`src/rtl/chs_conf_serializer.sv`:
```
// rtl/chs_conf_serializer.sv - cool/heat config word serializer with running ones count (optional CHS_LSB_FIRST_EN)
module chs_conf_serializer #(
    parameter int WIDTH = 8,
    parameter int CNT_W = 4
) (
    input  logic             clk,
    input  logic             reset,
    input  logic [WIDTH-1:0] chs_conf,
    input  logic             load,
    input  logic             shift_en,
    output logic             out_bit,
    output logic             out_valid,
    output logic             busy,
    output logic             done,
    output logic [CNT_W-1:0] count,
    output logic             is_even
);

    localparam int IDX_W = (WIDTH > 2) ? $clog2(WIDTH) : 1;
    localparam logic [IDX_W-1:0] LAST_IDX = IDX_W'(WIDTH - 1);

    typedef enum logic [1:0] {
        S_IDLE  = 2'd0,
        S_SHIFT = 2'd1,
        S_DONE  = 2'd2
    } state_t;

    state_t             r_state;
    state_t             w_state_nxt;
    logic [WIDTH-1:0]   r_sreg;
    logic [IDX_W-1:0]   r_idx;
    logic [CNT_W-1:0]   r_count;
    logic               r_out_bit;
    logic               r_out_valid;
    logic               r_done;
    logic               w_accept;
    logic               w_step;
    logic               w_last;
    logic               w_emit;
    logic [WIDTH-1:0]   w_sreg_shifted;

`ifdef CHS_LSB_FIRST_EN
    assign w_emit         = r_sreg[0];
    assign w_sreg_shifted = {1'b0, r_sreg[WIDTH-1:1]};
`else
    assign w_emit         = r_sreg[WIDTH-1];
    assign w_sreg_shifted = {r_sreg[WIDTH-2:0], 1'b0};
`endif

    // State register; reset aborts any word in flight without a done pulse
    always_ff @(posedge clk or negedge reset) begin
        if (!reset) begin
            r_state <= S_IDLE;
        end else begin
            r_state <= w_state_nxt;
        end
    end

    // Next-state decode plus the accept/advance/last-bit qualifiers shared with the datapath
    always_comb begin
        w_state_nxt = r_state;
        w_accept    = 1'b0;
        w_step      = 1'b0;
        w_last      = 1'b0;
        case (r_state)
            S_IDLE: begin
                if (load) begin
                    w_accept    = 1'b1;
                    w_state_nxt = S_SHIFT;
                end
            end
            S_SHIFT: begin
                if (shift_en) begin
                    w_step = 1'b1;
                    if (r_idx == LAST_IDX) begin
                        w_last      = 1'b1;
                        w_state_nxt = S_DONE;
                    end
                end
            end
            S_DONE: begin
                w_state_nxt = S_IDLE;
            end
            default: begin
                w_state_nxt = S_IDLE;
            end
        endcase
    end

    // Datapath: capture on accept, shift/count/emit on each enabled SHIFT cycle
    always_ff @(posedge clk or negedge reset) begin
        if (!reset) begin
            r_sreg      <= '0;
            r_idx       <= '0;
            r_count     <= '0;
            r_out_bit   <= 1'b0;
            r_out_valid <= 1'b0;
            r_done      <= 1'b0;
        end else begin
            r_out_valid <= w_step;
            r_done      <= w_last;
            if (w_accept) begin
                r_sreg  <= chs_conf;
                r_idx   <= '0;
                r_count <= '0;
            end else if (w_step) begin
                r_out_bit <= w_emit;
                r_sreg    <= w_sreg_shifted;
                r_idx     <= r_idx + IDX_W'(1);
                r_count   <= r_count + CNT_W'(w_emit);
            end
        end
    end

    assign out_bit   = r_out_bit;
    assign out_valid = r_out_valid;
    assign done      = r_done;
    assign count     = r_count;
    assign is_even   = ~r_count[0];
    assign busy      = (r_state == S_SHIFT) || (r_state == S_DONE);

endmodule

```
`config.mk`:
```
export PLATFORM = sky130hd
export DESIGN_NAME = chs_conf_serializer
export DESIGN_NICKNAME = d
export VERILOG_FILES = /design/src/rtl/chs_conf_serializer.sv
export SDC_FILE = /design/constraint.sdc
export NUM_CORES = 1
export LEC_CHECK = 0
export BUFFER_PORTS_ARGS = -buffer_cell sky130_fd_sc_hd__buf_2
export CELL_PAD_IN_SITES_DETAIL_PLACEMENT = 0
export CELL_PAD_IN_SITES_GLOBAL_PLACEMENT = 1
export CORE_ASPECT_RATIO = 0.9
export CORE_UTILIZATION = 40
export DETAILED_ROUTE_END_ITERATION = 8
export MAX_ROUTING_LAYER = met4
export PLACE_DENSITY_LB_ADDON = 0.1
export SYNTH_ARGS = -nofsm -noshare
export SYNTH_HDL_FRONTEND = slang
export SYNTH_SLANG_ARGS = --single-unit
```
`constraint.sdc`:
```
create_clock -name clk -period 1.7 [get_ports clk]
set_clock_uncertainty 0.05 [all_clocks]
set_input_delay 0.51 -clock clk [delete_from_list [all_inputs] [get_ports clk]]
set_output_delay 0.51 -clock clk [all_outputs]
set_load 0.02 [all_outputs]
```
* Word-level counts from Yosys, hierarchy flattened
Index checks and enable logic that the tools add are counted.
Word-level totals: flip-flop bits (word level) 20, latch bits 0, RAM bits 0, bits in read-only memories 0, input bits 12, output and inout port bits 9, memories kept 0
Operators by class: $add $sub $neg 2, multipliers 0, div/mod/pow operators 0, $lt $le $gt $ge 0, equal/unequal tests 6, shifts and indexed selects 0, mux-type cells 17, bitwise gates (word level) 2, reduce and logical (&&, ||, !) cells 5
Operators with widths (count):
- two-way mux 8 bit | 2
- two-way mux 4 bit | 2
- two-way mux 1 bit | 7
- two-way mux 2 bit | 3
- two-way mux 3 bit | 2
- inequality test 2 bit, second input constant | 3
- adder 4 x 1 -> 4 bit | 1
- one-hot mux 2 bit (2 select lines) | 1
- adder 3 x 1 -> 3 bit, second input constant | 1
- == test 3 bit, second input constant | 1
- AND reduction 3 bit | 1
- == test 2 x 1 -> 1 bit, second input constant | 1
- == test 2 bit, second input constant | 1
- logical NOT 2 bit | 1
- inverter 1 bit | 2
- AND reduction 2 bit | 1
- nonzero test 2 bit | 1
- logical OR 1 bit | 1

* Longest topological paths before layout
Gate-level depths: netlist (run 1).
word-level depth 4, gate-level depth with buffers 7, depth with buffers taken out 6

* Least setup slack after synthesis (run 1)
OpenSTA, ideal clock, no wires.
path type reg-to-reg, start point register r_idx[0], end point register r_state[0], library setup time 125 ps, data arrival time 1395 ps, setup slack 131 ps, cell stages (with the launch flop) 6, period minus slack after synthesis 1569 ps, cell sequence dfrtp_1 -> ha_1 -> ha_1 -> inv_1 -> a222oi_1 -> mux2_2
On the way: word-level cells in the longest chain between the ends 3
RTL lines:
- from (decl) | RTL line 31 | logic [IDX_W-1:0] r_idx;
- from (signal assigned) | RTL line 109 | r_idx <= r_idx + IDX_W'(1);
- == test 3 bit | RTL line 75 | if (r_idx == LAST_IDX) begin
- inequality test 2 bit (no source line)
- AND reduction 3 bit (no source line)
- to (signal assigned) | RTL line 55 | r_state <= w_state_nxt;
- to (decl) | RTL line 28 | state_t r_state;
Every way passes these cells. A chain may end at the register's enable or synchronous reset.

* Worst setup path after layout (run 1)
start point register r_state[0], end point output port busy
On the way: word-level cells in the longest chain between the ends 2
RTL lines:
- == test 2 x 1 -> 1 bit / == test 2 bit (equally long branches) | RTL line 120 | assign busy = (r_state == S_SHIFT) || (r_state == S_DONE);
- logical OR 1 bit (*) | RTL line 120
- to (decl) | RTL line 13 | output logic busy,
Every way passes the cells marked *; elsewhere a longest branch is shown, timed or not.

==> reports/qor.yml, run 1 <==
fin_area_sq_mm: 0.001190
leakage_nw: 0.6118
io_pins: 21
post-place-ws_ns: 0.05984
max_freq_mhz: 577.3
cp.required_ns: 1.14
rr_worst_depth: 5
synth_nets: 114
start_util: 0.4313
die_w_um: 53.60
drive_above_1_share: 0.3220
placed_cells: 138
cts.htree.levels: 1
slowest_stage: "dfrtp_1"
max_stage_delay_ns: 0.43
endpoint_kind: "output port"
grt_pass1_wl_um: 2815
setup_slack_ns: -0.03205
crit_type: "reg2out"
yosysWarningCount: 0
switching_share: 0.3562
first_pass_iters: 4
cp_cell_sequence: "inv_2, ha_4, buf_6"
cap_viol_max_count: 0
rr_endpoint: "r_state[1]$_DFFE_PN0P_"
r2r_slack_ns: 0.03
reg2reg_from: "r_idx[0]$_DFFE_PN0P_"
syn_to_final_growth_pct: 24.15
intPower_mw: 1.271
globalplace.congestion: 0.7066
root_buffer: "clkbuf_4"
grt_max_degree: 25
violations: "setup timing"
holdBufCountCts: 0
clkPwrFrac: 0.199
drt-initial-drc-count: 17
tightest_slew_ns: 0.4615
synth-xor-area-share: 0.01828
muxShareOfSynthArea: 0.09661
fillers: 201
antenna_found_initial: 0
slew_headroom: 0.6923
clk_latency_ns: 0.31
grt_use_total: 0.1597
synth_seq_cells: 20
path_depth: 3
path_clk_slew_ns: 0.11
fin_cells: 145
synth_cell_types: 19
io_buffers: 20
ant_nets: 0
path_max_fanout: 4
fin_crit_sh: 1.019
core_sq_mm: 0.002222
synth-simple-area-share: 0.1227
cp.arrival_ns: 1.17
crit_path_start: "r_state[0]$_DFFE_PN0P_"
dp_hpwl_um: 1150
hold_violations: 0
synth_top_family_by_area: "simple AND/OR/NAND/NOR gates"
grt_pass1_vias: 650
final_cell_mix: "nand2_1 (20), dfrtp_1 (20), buf_2 (19)"
p_per_area_mw_per_mm2: 1660
min_period_ns: 1.732
netlist_area_sq_um: 958.4
via_count: 711
synth_fa_ha_area_frac: 0.1044
syn_area_per_cell_sq_um: 10.20
ir_worst_vdd_mv: 0.9251
crit_family: "flip-flops"
tritoncts: "done"
final_nets: 139
report.final.slew_viol_count: 0
status: "finished with violations"
min_path_type: "in2async"
cts.sinks: 20
path_buf_inv: 2
die_y_um: 48.44
die_area_sq_mm: 0.002596
wl_um: 1788
detail_route.wl_per_cell_um: 12.33
rsz0062_at_grt: "yes"
synth_compound_area_frac: 0.08877
place_area_sq_mm: 0.001081
pwr-share-seq: 0.383
setup_violations: 1
p_switching_mw: 0.7035
ys_seq_area_frac: 0.5222
p_comb_frac: 0.418
cts_buffers: 3
diodes: 0
grt.overflow.total: 0
start_kind: "register"
clockBufferDepth: 2
rows: 16
via_per_inst: 4.903
drc: 0
synthCells: 94
==> cell families after synthesis <==
group           Yosys count
simple gates             28
flops                    20
compound gates           16
buf+inv                  11
mux                       9
fa+ha+maj                 8
xor+xnor                  2
==> what timing repair did <==
item,CTS,global route
setup buffers,1,2
setup endpoints to repair,1,3
pin swaps,0,2
gates cloned,0,0
gates resized for setup,5,4
==> metrics by stage <==
| step | total power, mW | setup TNS (ns) | utilization | hold WS [ns] |
|---|---|---|---|---|
| detailed placement | 1.472 | 0 | 0.4865 | 0.4363 |
| global placement | 1.462 | 0 | 0.4865 | 0.4380 |
| global route | 2.140 | -0.2159 | 0.5355 | 0.08160 |
| floorplan | 1.290 | 0 | - | 0.1644 |
| finish | 1.975 | -0.03205 | 0.5355 | 0.07923 |
| CTS | 1.955 | -0.03053 | 0.5220 | 0.08180 |
==> flip-flops by register name (all words and copies together) (netlist names) <==
name and cells:
done 1, r_state 2, r_sreg 8, out_bit 1
r_idx 3, out_valid 1, count 4
==> metal layers <==
metal	track usage	vias to the layer above	part of all wire
li1	-	359	-
met1	0.1861	330	0.45
met2	0.2333	18	0.48
met3	0.06604	4	0.047
met4	0.07895	0	0.022
met5	-	-	0
==> how the worst max path moves through the flow <==
stage                        endpoint
2_1_floorplan  r_state[0]$_DFFE_PN0P_
3_3_place_gp   r_state[1]$_DFFE_PN0P_
3_5_place_dp   r_state[1]$_DFFE_PN0P_
4_1_cts                          busy
5_1_grt                          busy
6_report                         busy
==> Yosys cell counts (all sizes together) <==
library cell,count,area [sq um]
dfrtp,20,500.5
nand2,20,75.07
o21ai,10,50.05
ha,8,100.1
inv,7,26.27
mux2i,7,70.07
a21oi,5,25.02
buf,3,15.01
nand3,3,15.01
mux2,2,22.52
nor2,2,7.510
a222oi,1,10.01
and2,1,7.510
and3,1,6.260
clkbuf,1,3.750
or3,1,6.260
xnor2,1,8.760
xor2,1,8.760
==> cell type report <==
cell class                      instances  area, sq um  area share
Clock inverter                          1        30.03     0.02524
Timing Repair Buffer                   24        136.4      0.1146
Sequential cell                        20        500.5      0.4206
Inverter                                7        26.28     0.02208
Multi-Input combinational cell         63        440.4      0.3701
Clock buffer                            3        22.52     0.01893
Tap cell                               27        33.78     0.02839
==> power by group through the flow <==
stage	sequential [mW]	clock, mW	combinational [mW]
CTS	0.757	0.403	0.796
finish	0.756	0.393	0.826
global route	0.786	0.430	0.924
global placement	0.760	0	0.702
floorplan	0.783	0	0.507
detailed placement	0.763	0	0.709
No activity file was read; power rests on OpenSTA's default activity.
==> run 2: changes to the inputs <==
- ABC_AREA: unset -> 1
- CORE_UTILIZATION: 40 -> 38
==> run 2 against run 1 <==
Against the previous run:
- critical path depth stayed put
- register-to-register slack improved by 0.20 ns
- the run now ends clean
- die area is 7.7% higher
- combinational power down 5.1%
- cell area up 0.63%
- cell count grew 17%
- worst hold slack got worse by 0.0034 ns
- synthesized cell count grew 22%
- wire length is 3.2% higher
==> reports/qor.yml, run 2 <==
status: "finished clean"
final_cell_mix: "nand2_1 (47), dfrtp_1 (20), buf_2 (19)"
grt.overflow.total: 0  # unchanged
via_count: 768  # +8.0%
synthArstFlopShare: 1.000  # unchanged
drc: 0  # unchanged
placed_cells: 163  # +18%
ir_worst_vdd_mv: 1.001  # +8.2%
holdBufCountCts: 0  # unchanged
hold_ws_ns: 0.07586  # -0.003373 ns
via_per_inst: 4.544  # -7.3%
top_register: "r_sreg"
tritoncts: "done"
clockBufferDepth: 2  # unchanged
fillers: 245  # +22%
largest_register_ff_count: 8  # unchanged
detail_route.wl_per_cell_um: 10.92  # -11%
ys_seq_area_frac: 0.5089  # -0.01329
cts.htree.levels: 1  # unchanged
final_common_cell: "nand2_1"
p_per_area_mw_per_mm2: 1590  # -4.2%
synth_commonest_cells: "nand2_1 (47), dfrtp_1 (20), inv_1 (13)"
synth_cell_types: 16  # -3
io_pins: 21  # unchanged
diodes: 0  # unchanged
yosysMostFrequentCell: "nand2_1"
syn_area_per_cell_sq_um: 8.552  # -16%
intPower_mw: 1.187  # -6.6%
grt_max_degree: 21  # -16%
fin_cells: 169  # +17%
clk_latency_ns: 0.31  # about the same
io_buffers: 20  # unchanged
min_period_ns: 1.669  # -0.06323 ns
yosys.area.top_type: "dfrtp_1"
dp_hpwl_um: 1296  # +13%
slew_headroom: 0.6839  # -0.008399
grt_use_total: 0.1623  # +0.002613
path_clk_slew_ns: 0.13  # +0.02 ns
tightest_slew_ns: 0.4741  # +0.01260 ns
hold_violations: 0  # unchanged
switching_share: 0.3765  # +0.02024
synth_top_area_frac: 0.5089  # -0.01329
setup_tns_ns: 0  # +0.03205 ns
setup_violations: 0  # -1
netlist_area_sq_um: 983.4  # +2.6%
p_switching_mw: 0.7169  # +1.9%
yosysWarningCount: 0  # unchanged
leakage_nw: 0.6702  # +9.5%
rows: 17  # +1
die_w_um: 55.63  # +3.8%
cts.sinks: 20  # unchanged
synth_edf_count: 0  # unchanged
grt_pass1_wl_um: 3408  # +21%
grt_pass1_vias: 738  # +14%
first_pass_iters: 4  # unchanged
cp.arrival_ns: 1.11  # -0.06 ns
drt-initial-drc-count: 10  # -7
synth_nets: 135  # +18%
path_max_fanout: 2  # -2
final_core_util: 0.4895  # -0.04596
synth_flop_cell: "dfrtp_1"
start_kind: "register"
rsz0062_at_grt: "yes"
globalplace.congestion: 0.7552  # +6.9%
clkPwrFrac: 0.206  # +0.007
max_freq_mhz: 599.2  # +3.8%
drive_above_1_share: 0.2624  # -0.05962
pwr-share-seq: 0.382  # about the same
ys_top_cells_by_area: "dfrtp_1 (51%), nand2_1 (18%), ha_1 (10%), inv_1 (5.0%), nand3_1 (4.1%)"
fin_crit_sh: 0.9817  # -0.03720
synthCells: 115  # +22%
cap_viol_max_count: 0  # unchanged
wl_um: 1845  # +3.2%
final_nets: 162  # +17%
die_area_sq_mm: 0.002796  # +7.7%
start_util: 0.4020  # -0.02926
p_comb_frac: 0.412  # -0.006
core_sq_mm: 0.002446  # +10%
cp.required_ns: 1.14  # about the same
min_path_type: "in2async"
syn_to_final_growth_pct: 21.76
crit_type: "reg2out"
ant_nets: 0  # unchanged
cts_buffers: 3  # unchanged
antenna_found_initial: 0  # unchanged
root_buffer: "clkbuf_4"
endpoint_kind: "output port"
synth_seq_cells: 20  # unchanged
report.final.slew_viol_count: 0  # unchanged
die_y_um: 50.26  # +3.8%
run 2: changes by cell type in the layout (fill, tap and decap cells not counted), moves of 2 or more:
cell and change:
nand2_1 +27, nor3_1 +2, a21oi_1 -4, mux2_2 -2, nand3_1 +5, inv_1 +8
mux2i_1 -7, ha_1 +2, o21ai_0 -6, nand2_2 +2
run 2: power by group through the flow:
| stage | Clock, mW | Combinational, mW | Sequential (mW) |
|---|---|---|---|
| after floorplan | 0 | 0.503 | 0.760 |
| after global placement | 0 | 0.682 | 0.739 |
| after detailed placement | 0 | 0.692 | 0.743 |
| after CTS | 0.404 | 0.795 | 0.729 |
| after global routing | 0.421 | 0.907 | 0.757 |
| final | 0.393 | 0.784 | 0.727 |
run 2: layout make-up:
cell class	instances	area (sq um)	share of cell area
flip-flops and latches	20	500.5	0.4180
multi-input cells	78	414.1	0.3459
repair buffers	24	136.4	0.1139
inverters	15	58.81	0.04911
well taps	28	35.03	0.02926
clock inverters	1	30.03	0.02508
clock buffers	3	22.52	0.01881
run 2: metrics by stage:
| stage | cell area [sq um] | total power [mW] | worst slack, ns |
|---|---|---|---|
| floorplan | 983.4 | 1.263 | 0.3441 |
| global placement | 1111 | 1.421 | 0.2747 |
| detailed placement | 1111 | 1.435 | 0.2496 |
| CTS | 1197 | 1.928 | 0.01955 |
| global route | 1197 | 2.085 | -0.01959 |
| finish | 1197 | 1.904 | 0.03118 |
run 2: critical path: stages, from the launching register on:
cell and delay, ns:
dfrtp_1 0.40, inv_2 0.09, ha_4 0.20, buf_6 0.12
run 2: logic make-up (layout without fill, tap and decap cells):
family / Yosys count / count (layout) / share of synthesized area
adder cells (fa/ha/maj): 8 / 8 / 0.1018
flip-flops: 20 / 20 / 0.5089
AO/OA/AOI/OAI: 6 / 6 / 0.03053
AND/OR/NAND/NOR: 64 / 64 / 0.2761
buffers and inverters: 17 / 43 / 0.08270
run 2: repair_timing:
| action | CTS | global route |
|---|---|---|
| setup endpoints to repair | 1 | 1 |
| resized for setup | 5 | 0 |
| setup buffers | 2 | 0 |
| pin swaps | 1 | 0 |
| gates cloned | 0 | 0 |
run 2: path summary, 6_finish.rpt:
path                            depth (start not counted)  slack (ns)                     to              startpoint
worst max-delay path                                    3        0.03                   busy  r_state[1]$_DFFE_PN0P_
worst min-delay path                                    1        0.08    out_valid$_DFF_PN0_                   reset
worst min register to register                          2        0.42  r_sreg[4]$_DFFE_PN0P_   r_sreg[3]$_DFFE_PN0P_
min in group clk                                        3        0.35  r_sreg[4]$_DFFE_PN0P_             chs_conf[4]
worst max register to register                          8        0.23  r_sreg[3]$_DFFE_PN0P_  r_state[1]$_DFFE_PN0P_
max in group asynchronous                               1        1.17  r_sreg[3]$_DFFE_PN0P_                   reset
run 2: metal layers:
metal,share of wire,GRT usage
met5,0,-
met4,0,0.02500
met1,0.49,0.2128
met3,0.045,0.05670
met2,0.46,0.2490
